File: src/rtl/sysctl_pkg.sv
// Shared definitions for the System Controller register bank.
// Holds register offsets, CTRL field layout and the byte-lane write helpers.
// The optional address-error path is selected by the SYSCTL_ADDR_ERR_EN macro
// in sysctl_regfile.
package sysctl_pkg;

  localparam int unsigned SYSCTL_AW = 6;
  localparam int unsigned SYSCTL_DW = 32;

  // Byte offsets of the mapped registers; 0x28..0x3C are unmapped.
  localparam logic [SYSCTL_AW-1:0] SYSCTL_ID_OFS       = 6'h00;
  localparam logic [SYSCTL_AW-1:0] SYSCTL_CTRL_OFS     = 6'h04;
  localparam logic [SYSCTL_AW-1:0] SYSCTL_STATUS_OFS   = 6'h08;
  localparam logic [SYSCTL_AW-1:0] SYSCTL_SCRATCH_OFS  = 6'h0C;
  localparam logic [SYSCTL_AW-1:0] SYSCTL_CNT_OFS      = 6'h10;
  localparam logic [SYSCTL_AW-1:0] SYSCTL_CMP_OFS      = 6'h14;
  localparam logic [SYSCTL_AW-1:0] SYSCTL_PRESCALE_OFS = 6'h18;
  localparam logic [SYSCTL_AW-1:0] SYSCTL_RAW_OFS      = 6'h1C;
  localparam logic [SYSCTL_AW-1:0] SYSCTL_EN_OFS       = 6'h20;
  localparam logic [SYSCTL_AW-1:0] SYSCTL_PEND_OFS     = 6'h24;

  // Drops the byte-within-word bits of the address.
  localparam logic [SYSCTL_AW-1:0] SYSCTL_WORD_MASK    = 6'h3C;

  // CTRL bit positions.
  localparam int unsigned CTRL_TMR_EN_BIT     = 0;
  localparam int unsigned CTRL_AUTORELOAD_BIT = 1;
  localparam int unsigned CTRL_SOFT_RST_BIT   = 2;
  localparam int unsigned CTRL_PERIPH_LSB     = 8;
  localparam int unsigned CTRL_PERIPH_W       = 8;

  // Stored CTRL fields; soft_rst is a pulse and is not stored.
  typedef struct packed {
    logic [CTRL_PERIPH_W-1:0] periph_en;
    logic                     autoreload;
    logic                     tmr_en;
  } ctrl_t;

  // Expands byte enables into a 32-bit bit mask.
  function automatic logic [SYSCTL_DW-1:0] sel_mask(input logic [3:0] sel);
    logic [SYSCTL_DW-1:0] m;
    m = '0;
    for (int unsigned k = 0; k < 4; k++) begin
      m[8*k +: 8] = {8{sel[k]}};
    end
    return m;
  endfunction

  // Applies a byte-enabled write on top of the current register value.
  function automatic logic [SYSCTL_DW-1:0] byte_merge(input logic [SYSCTL_DW-1:0] cur,
                                                      input logic [SYSCTL_DW-1:0] wdata,
                                                      input logic [3:0]           sel);
    logic [SYSCTL_DW-1:0] m;
    m = sel_mask(sel);
    return (cur & ~m) | (wdata & m);
  endfunction

endpackage

File: src/rtl/sysctl_timer.sv
// Prescaled 32-bit timer with compare.
// Ports: clk/wb_rst_i; tmr_en, autoreload, prescale, prescale_we (restarts the
// prescaler), cmp, cnt_we/cnt_wdata (software load of the counter);
// outputs cnt and match_evt (combinational, valid in the cycle of the tick).
module sysctl_timer
  import sysctl_pkg::*;
(
  input  logic                 clk,
  input  logic                 wb_rst_i,
  input  logic                 tmr_en,
  input  logic                 autoreload,
  input  logic [15:0]          prescale,
  input  logic                 prescale_we,
  input  logic [SYSCTL_DW-1:0] cmp,
  input  logic                 cnt_we,
  input  logic [SYSCTL_DW-1:0] cnt_wdata,
  output logic [SYSCTL_DW-1:0] cnt,
  output logic                 match_evt
);

  logic [15:0] pc_q;
  logic        tick;

  assign tick      = tmr_en && (pc_q == prescale);
  // A software load of the counter suppresses match evaluation that cycle.
  assign match_evt = tick && !cnt_we && (cnt == cmp);

  // Prescaler: held at 0 while disabled, restarted by a PRESCALE write.
  always_ff @(posedge clk or posedge wb_rst_i) begin
    if (wb_rst_i) begin
      pc_q <= '0;
    end else if (!tmr_en || prescale_we || tick) begin
      pc_q <= '0;
    end else begin
      pc_q <= pc_q + 16'd1;
    end
  end

  // Counter: software write wins over a tick.
  always_ff @(posedge clk or posedge wb_rst_i) begin
    if (wb_rst_i) begin
      cnt <= '0;
    end else if (cnt_we) begin
      cnt <= cnt_wdata;
    end else if (tick) begin
      if (autoreload && (cnt == cmp)) begin
        cnt <= '0;
      end else begin
        cnt <= cnt + 32'd1;
      end
    end
  end

endmodule

File: src/rtl/sysctl_regfile.sv
// System Controller register bank behind the Wishbone interface stage.
// Ports: clk, wb_rst_i (async, active high); we_i/re_i one-cycle strobes,
// adr_i byte address, wdata_i, sel_i byte enables; rdata_o (combinational
// decode of adr_i), err_o, irq_o (level); ext_irq_i async sources;
// periph_en_o (CTRL[15:8]); soft_rst_o one-cycle pulse.
// Optional macro SYSCTL_ADDR_ERR_EN: flags accesses to unmapped offsets and
// writes to read-only offsets on err_o; otherwise err_o is tied low.
module sysctl_regfile
  import sysctl_pkg::*;
#(
  parameter logic [31:0] ID_VALUE     = 32'h5C00_0001,
  parameter int unsigned N_EXT        = 4,
  parameter logic [15:0] PRESCALE_RST = 16'd0
) (
  input  logic             clk,
  input  logic             wb_rst_i,
  input  logic             we_i,
  input  logic             re_i,
  input  logic [5:0]       adr_i,
  input  logic [31:0]      wdata_i,
  input  logic [3:0]       sel_i,
  output logic [31:0]      rdata_o,
  output logic             err_o,
  output logic             irq_o,
  input  logic [N_EXT-1:0] ext_irq_i,
  output logic [7:0]       periph_en_o,
  output logic             soft_rst_o
);

  localparam int unsigned IRQ_W = N_EXT + 1;

  logic [SYSCTL_AW-1:0] ofs;
  logic wr_ctrl, wr_scratch, wr_cnt, wr_cmp, wr_prescale, wr_en, wr_pend;

  ctrl_t                ctrl_q;
  logic [SYSCTL_DW-1:0] ctrl_rd;
  logic [SYSCTL_DW-1:0] scratch_q;
  logic [SYSCTL_DW-1:0] cmp_q;
  logic [15:0]          prescale_q;
  logic [IRQ_W-1:0]     irq_en_q;
  logic [IRQ_W-1:0]     pend_q;
  logic [IRQ_W-1:0]     pend_set;
  logic [IRQ_W-1:0]     pend_clr;
  logic [N_EXT-1:0]     ext_s1, ext_s2, ext_s3;
  logic                 irq_q;
  logic                 soft_rst_q;
  logic [SYSCTL_DW-1:0] tmr_cnt;
  logic                 match_evt;

  assign ofs = adr_i & SYSCTL_WORD_MASK;

  assign wr_ctrl     = we_i && (ofs == SYSCTL_CTRL_OFS);
  assign wr_scratch  = we_i && (ofs == SYSCTL_SCRATCH_OFS);
  assign wr_cnt      = we_i && (ofs == SYSCTL_CNT_OFS);
  assign wr_cmp      = we_i && (ofs == SYSCTL_CMP_OFS);
  assign wr_prescale = we_i && (ofs == SYSCTL_PRESCALE_OFS);
  assign wr_en       = we_i && (ofs == SYSCTL_EN_OFS);
  assign wr_pend     = we_i && (ofs == SYSCTL_PEND_OFS);

  assign ctrl_rd = {16'h0, ctrl_q.periph_en, 6'h0, ctrl_q.autoreload, ctrl_q.tmr_en};

  sysctl_timer u_timer (
    .clk         (clk),
    .wb_rst_i    (wb_rst_i),
    .tmr_en      (ctrl_q.tmr_en),
    .autoreload  (ctrl_q.autoreload),
    .prescale    (prescale_q),
    .prescale_we (wr_prescale),
    .cmp         (cmp_q),
    .cnt_we      (wr_cnt),
    .cnt_wdata   (byte_merge(tmr_cnt, wdata_i, sel_i)),
    .cnt         (tmr_cnt),
    .match_evt   (match_evt)
  );

  // Software-visible registers.
  always_ff @(posedge clk or posedge wb_rst_i) begin
    if (wb_rst_i) begin
      ctrl_q     <= '0;
      scratch_q  <= '0;
      cmp_q      <= '0;
      prescale_q <= PRESCALE_RST;
      irq_en_q   <= '0;
    end else begin
      if (wr_ctrl) begin
        if (sel_i[0]) begin
          ctrl_q.tmr_en     <= wdata_i[CTRL_TMR_EN_BIT];
          ctrl_q.autoreload <= wdata_i[CTRL_AUTORELOAD_BIT];
        end
        if (sel_i[1]) begin
          ctrl_q.periph_en <= wdata_i[CTRL_PERIPH_LSB +: CTRL_PERIPH_W];
        end
      end
      if (wr_scratch)  scratch_q  <= byte_merge(scratch_q, wdata_i, sel_i);
      if (wr_cmp)      cmp_q      <= byte_merge(cmp_q, wdata_i, sel_i);
      if (wr_prescale) prescale_q <= 16'(byte_merge(32'(prescale_q), wdata_i, sel_i));
      if (wr_en)       irq_en_q   <= IRQ_W'(byte_merge(32'(irq_en_q), wdata_i, sel_i));
    end
  end

  // Two-flop synchroniser plus one history flop for rising-edge detection.
  always_ff @(posedge clk or posedge wb_rst_i) begin
    if (wb_rst_i) begin
      ext_s1 <= '0;
      ext_s2 <= '0;
      ext_s3 <= '0;
    end else begin
      ext_s1 <= ext_irq_i;
      ext_s2 <= ext_s1;
      ext_s3 <= ext_s2;
    end
  end

  assign pend_set = {ext_s2 & ~ext_s3, match_evt};
  assign pend_clr = wr_pend ? IRQ_W'(wdata_i & sel_mask(sel_i)) : '0;

  // Pending bits: a new event in the same cycle as its W1C keeps the bit set.
  always_ff @(posedge clk or posedge wb_rst_i) begin
    if (wb_rst_i) begin
      pend_q <= '0;
    end else begin
      pend_q <= (pend_q & ~pend_clr) | pend_set;
    end
  end

  // Registered interrupt and soft-reset pulse.
  always_ff @(posedge clk or posedge wb_rst_i) begin
    if (wb_rst_i) begin
      irq_q      <= 1'b0;
      soft_rst_q <= 1'b0;
    end else begin
      irq_q      <= |(pend_q & irq_en_q);
      soft_rst_q <= wr_ctrl && sel_i[0] && wdata_i[CTRL_SOFT_RST_BIT];
    end
  end

  assign irq_o       = irq_q;
  assign soft_rst_o  = soft_rst_q;
  assign periph_en_o = ctrl_q.periph_en;

  // Read decode.
  always_comb begin
    rdata_o = '0;
    case (ofs)
      SYSCTL_ID_OFS:       rdata_o = ID_VALUE;
      SYSCTL_CTRL_OFS:     rdata_o = ctrl_rd;
      SYSCTL_STATUS_OFS:   rdata_o = {30'h0, irq_q, ctrl_q.tmr_en};
      SYSCTL_SCRATCH_OFS:  rdata_o = scratch_q;
      SYSCTL_CNT_OFS:      rdata_o = tmr_cnt;
      SYSCTL_CMP_OFS:      rdata_o = cmp_q;
      SYSCTL_PRESCALE_OFS: rdata_o = {16'h0, prescale_q};
      SYSCTL_RAW_OFS:      rdata_o = 32'({ext_s2, (tmr_cnt == cmp_q)});
      SYSCTL_EN_OFS:       rdata_o = 32'(irq_en_q);
      SYSCTL_PEND_OFS:     rdata_o = 32'(pend_q);
      default:             rdata_o = '0;
    endcase
  end

`ifdef SYSCTL_ADDR_ERR_EN
  logic unmapped, ro_ofs, err_q;

  assign unmapped = (ofs > SYSCTL_PEND_OFS);
  assign ro_ofs   = (ofs == SYSCTL_ID_OFS) || (ofs == SYSCTL_STATUS_OFS) ||
                    (ofs == SYSCTL_RAW_OFS);

  // One-cycle error pulse following a bad access.
  always_ff @(posedge clk or posedge wb_rst_i) begin
    if (wb_rst_i) begin
      err_q <= 1'b0;
    end else begin
      err_q <= ((we_i || re_i) && unmapped) || (we_i && ro_ofs);
    end
  end

  assign err_o = err_q;
`else
  // Reads have no side effects without the error path.
  logic unused_re;
  assign unused_re = re_i;
  assign err_o     = 1'b0;
`endif

endmodule

File: config.mk
export PLATFORM = sky130hd
export DESIGN_NAME = sysctl_regfile
export DESIGN_NICKNAME = d
export VERILOG_FILES = /design/src/rtl/sysctl_pkg.sv /design/src/rtl/sysctl_timer.sv /design/src/rtl/sysctl_regfile.sv
export SDC_FILE = /design/constraint.sdc
export NUM_CORES = 1
export LEC_CHECK = 0
export CAP_MARGIN = 20
export CORE_MARGIN = 2
export CORE_UTILIZATION = 36
export CTS_BUF_LIST = sky130_fd_sc_hd__clkbuf_4
export DETAILED_ROUTE_END_ITERATION = 8
export GPL_TIMING_DRIVEN = 1
export PLACE_DENSITY = 0.61
export SLEW_MARGIN = 0
export SYNTH_ARGS = -nofsm -noshare
export SYNTH_HDL_FRONTEND = slang
export SYNTH_SLANG_ARGS = --single-unit
File: constraint.sdc
create_clock -name clk -period 11.6 [get_ports clk]
set_input_delay 2.32 -clock clk [delete_from_list [all_inputs] [get_ports clk]]
set_output_delay 2.32 -clock clk [all_outputs]
set_load 0.005 [all_outputs]
# After elaboration in Yosys (flattened, before gate mapping)
# Index checks and enable logic that the tools add are counted.
# word_totals
inputBits	50
regBits	162
output_inout_bits	43
# classes
n_addsub	2
n_reduce_logical	22
n_eq_ne	11
n_mux	6
n_bitwise	18
# ops
operator	count
$pmux W32 S10	1
$and A32 B32 Y32	4
$mux W32	3
$or A32 B32 Y32	3
$add A32 B1 Y32 const B	1
$eq A32 B32 Y1	1
$not A32 Y32	1
$add A16 B1 Y16 const B	1
$and A16 B16 Y16	1
$eq A16 B16 Y1	1
$eq A4 B3 Y1 const B	4
$mux W16	1
$or A16 B16 Y16	1
$and A5 B5 Y5	3
$logic_and A1 B1 Y1	13
$or A5 B5 Y5	2
$eq A4 B2 Y1 const B	2
$eq A4 B4 Y1 const B	2
$logic_not A6 Y1	1
$mux W5	1
$not A5 Y5	1
$reduce_or A5 Y1	1
$and A4 B4 Y4	1
$eq A4 B1 Y1 const B	1
5 further kinds	8

# Depth between registers and ports, before layout
# logic_depth
word_depth	6
ltp_mapped	10

# Hierarchy
# Synthesis repeated with hierarchy kept, for this count alone.
# hier_totals
hier_cells	920
hier_area_um2	9539.1
# by_module_without_submodules
module	cells_per_inst	area_each_um2	instances	seq_area_each_um2
sysctl_regfile	490	5926.9	1	2852.7
sysctl_timer	430	3612.2	1	1201.2

# Worst setup path before layout
# No wires, ideal clock.
# synth_timing
kind	input port to output port
start	in adr_i[4]
end	out rdata_o[10]
required_time_ns	9.280
n_path_buf	3
t_arrival_ns	3.672
slack_ns	5.608
stages	7
cell_sequence	buf_2 -> nand2b_1 -> clkbuf_1 -> nor3_1 -> clkbuf_1 -> a22oi_1 -> nand2_1
# synth_via
elab_chain_cells	2
# synth_rtl
item	line	source
start: declaration	sysctl_regfile.sv:19	input logic [5:0] adr_i,
$eq A4 B4 Y1, or another cell as far along	sysctl_regfile.sv:144	case (ofs)
$pmux W32 S10 *	sysctl_regfile.sv:144	
end: declaration	sysctl_regfile.sv:22	output logic [31:0] rdata_o,
# Every way passes the cells marked *; elsewhere a longest branch is shown, timed or not.

# Worst setup path in the final report
# layout_timing
start	in adr_i[2]
end	out rdata_o[7]
# The elaborated chain is that of the path after synthesis.

==> run summary <==
The flow ran to the end, and the final reports show no timing, DRC or antenna violations. The area share of the leading cell type in the synthesized netlist came out at between 40% and 50%. The pin count of the biggest net entering global routing came out at 91. The flip-flop and latch count after synthesis is 162.

The number of instances in the synthesized netlist came out at a little over 800. The final hold violation count is 0. The number of design-rule violations left by the first detailed-router iteration came out at roughly 600. The via count of the first global-routing pass came out at a little under 7000. The final worst-path setup slack came out at roughly 3.8 ns. In this run the core area contains 56 standard-cell rows. The wire length per cell is just over 20 um. The placed wire-length estimate is 17.1 mm. The upper clock frequency limit is around 130 MHz. TritonCTS built the clock tree. Counting flops with an async set or reset pin after synthesis yields a share of between 90% and 100%. The root buffer cell chosen for the clock tree is sky130_fd_sc_hd__clkbuf_4. For this block, the via count after detailed routing is approximately 7000. The setup clock skew after layout came out at 0.0220 ns. Synthesis produced a netlist with a net count of about 870.

The number of cells upsized or downsized after cts is 0. The weighted congestion at the end of routability-driven global placement is around 0.84. The synthesized design spends more area on one cell type than any other, namely sky130_fd_sc_hd__dfrtp_1.

Once detail routing completed, the nets flagged for antenna violations numbered 0. The die covers 25400 um^2. The maximum vdd ir drop came out at slightly above 0.06 mV. The later pin in the worst-skew pair is clocked with a latency of around 0.58 ns. The setup path with the least slack is of type in -> out. The clock net sink count is around 160. The worst setup path is captured at an output pin. The floorplan step defined a core boundary enclosing 23500 um^2. The clock-pin slew on the worst setup and hold paths is about 0.14 ns. The count of pins on the block boundary is 93. The worst-path maximum fanout came out at 28. The worst path needs 7.81 ns of the cycle, external delays included. The final layout contains routed wiring with a total length of roughly 25 mm. Hold repair after CTS inserted 0 buffers. The global-route wire length before repair is approximately 40 mm. The fraction of the yosys area taken by sequential cells is 46.7%. The static leakage came out at between 4 and 5 nW. After detailed routing, the number of remaining DRC violations is 0. The H-tree depth reported by CTS came out at 4. In the final layout, the share of cells above drive strength 1 is slightly below 20%. The footprint of the multi-input gates is between 4000 and 5000 um^2. The height of the die is 159 um.

The worst max-slew margin expressed relative to the limit is a little under a third. The final-report setup violation count came out at 0. The max-cap violation count came out at 0. Before CTS, the worst setup slack after placement is approximately 3.8 ns. Summed over all failing endpoints, the final setup total negative slack is 0 ns. The buffer depth of the longest clock path came out at 2. Across the whole layout, storage elements account for a little over 4000 um^2. The chip width came out at between 150 and 200 um. In this run the power density over the cells is ~140 nW/um^2.

Setup repair after global routing left no endpoint under its margin. The filler cells instantiated in the layout total around 2300. The number of setup buffers added after CTS came out at 0. The number of library cell types mapped by synthesis is 64. Each instance of the synthesized netlist takes up on average 10.6 um^2.

The path class of the tightest hold or removal check is reg -> reg. The number of pins with negative max-slew slack in the final report came out at 0. The number of enable flip-flop cells after synthesis came out at 0. The first-pass iteration count of the detailed router came out at 5. The post-synthesis instance area is roughly 8700 um^2. The final instance area is 10100 um^2. The arrival time reported for the critical path endpoint is ~5.5 ns.

The initial utilization of the core area, before any placement, comes to a little under two fifths. Once placement finished, the instance area stood at 9790 um^2. After synthesis, the cell types taking the most area are sky130_fd_sc_hd__dfrtp_1 47%, sky130_fd_sc_hd__mux2_2 14%, sky130_fd_sc_hd__xnor2_1 5.0%. The setup slack of the most critical reg-to-reg path came out at 8.15 ns.

In the global route stage, overall resource usage came out at about a fifth. STA puts the critical path data required time at approximately 9.3 ns. The relative area change from synthesis to final layout is 16.2%.

At the pin with the least slew margin, the transition time is between 1 and 1.5 ns. The most used flip-flop cell after synthesis is sky130_fd_sc_hd__dfrtp_1. At the end of the flow, the number of nets in the layout was 928. The quantity of I/O buffers inserted on ports is 88. In the routed layout, each cell is associated on average with a via count of between 5 and 6. The Yosys step of the flow raised 0 warnings. Counting the buffers created by CTS gives 17. The total congestion overflow is 0. The number of antenna violations at the first check in global routing came out at 1. STA classifies the critical path startpoint as an input port. The share of the cycle needed by the critical path after routing came out at about two thirds.
[cell usage in the layout, fill, tap and decap left out, drive strengths merged, types with 11 or more instances in the layout]
| cell type | Yosys | final |
|---|---|---|
| dfrtp | 162 | 162 |
| nor3 | 11 | 11 |
| nand2 | 82 | 82 |
| clkbuf | 35 | 18 |
| nand3 | 57 | 57 |
| mux2 | 111 | 111 |
| a22oi | 15 | 15 |
| o311ai | 20 | 20 |
| o21ai | 11 | 11 |
| and3 | 27 | 27 |
| nand4 | 15 | 15 |
| clkdlybuf4s50 | 0 | 88 |
| inv | 23 | 25 |
| xnor2 | 50 | 50 |
| a222oi | 27 | 27 |
| nor2 | 34 | 34 |
[Yosys cell counts (7+ instances only)]
master                     instances
sky130_fd_sc_hd__dfrtp_1         162
sky130_fd_sc_hd__mux2_2          111
sky130_fd_sc_hd__nand2_1          82
sky130_fd_sc_hd__nand3_1          57
sky130_fd_sc_hd__xnor2_1          50
sky130_fd_sc_hd__nor2_1           34
sky130_fd_sc_hd__clkbuf_1         31
sky130_fd_sc_hd__a222oi_1         27
sky130_fd_sc_hd__and3_1           27
sky130_fd_sc_hd__inv_1            23
sky130_fd_sc_hd__o311ai_0         18
sky130_fd_sc_hd__a22oi_1          15
sky130_fd_sc_hd__nand4_1          14
sky130_fd_sc_hd__buf_2            13
sky130_fd_sc_hd__nor3_1           11
sky130_fd_sc_hd__o21ai_0          11
sky130_fd_sc_hd__a21oi_1          10
sky130_fd_sc_hd__xor2_1            9
sky130_fd_sc_hd__a31oi_1           8
sky130_fd_sc_hd__nor4_1            8
sky130_fd_sc_hd__o211ai_1          7
[worst paths after layout]
path                            from          to  cells after the start
setup / recovery            adr_i[2]  rdata_o[7]                      6
hold / removal             ext_s1[3]   ext_s2[3]                      0
setup reg to reg           flip-flop   flip-flop                      6
hold reg to reg            ext_s1[3]   ext_s2[3]                      0
max in group asynchronous   wb_rst_i   async pin                      3
min in group asynchronous   wb_rst_i   ext_s1[2]                      2
[layout make-up]
type | instances | area share [%]
diodes | 1 | 0.0248
clock buffers | 18 | 1.34
clock inverters | 13 | 1.59
inverters | 23 | 0.905
multi-input cells | 574 | 42.5
flip-flops and latches | 162 | 40.2
well taps | 319 | 3.96
repair buffers | 98 | 9.48
[stage by stage]
stage          util [%]  power [W]  hold WS (ns)  std cells
6_report           42.8    0.00138         0.364       1208
5_1_grt            42.8    0.00146         0.376       1208
2_1_floorplan         -   0.000912         0.331        817
3_5_place_dp       41.6    0.00104         0.335       1176
3_3_place_gp       41.6    0.00103         0.336       1176
4_1_cts            42.8    0.00140         0.368       1207
[power breakdown]
group	total, W	switching (W)	internal (W)	leakage, nW
sequential	0.000710	0.0000713	0.000639	1.94
clock	0.000358	0.000208	0.000150	0.150
combinational	0.000316	0.000147	0.000169	2.25
[critical path: stages]
cell and delay, ns:
sky130_fd_sc_hd__clkdlybuf4s50_1 1.04, sky130_fd_sc_hd__nand2_1 0.37, sky130_fd_sc_hd__nor2_4 0.78, sky130_fd_sc_hd__a222oi_1 0.30, sky130_fd_sc_hd__nand2_1 0.15, sky130_fd_sc_hd__clkdlybuf4s50_1 0.51
[layer usage]
layer	global-route usage (%)	share of wire, %
met1	27.4	46
met2	31.4	47
met3	3.99	6.2
met4	4.71	1.0
met5	0	0
[cell families after synthesis]
group                      share of synthesized area, %
AOI/OAI and AO/OA                                  11.8
muxes                                              15.1
buffers and inverters                              4.20
and+or+nand+nor                                    15.9
adders and majority gates                         0.288
xor gates and xnor gates                           5.95
other                                            0.0432
DFF                                                46.7
Power figures use the tool's default switching activity.
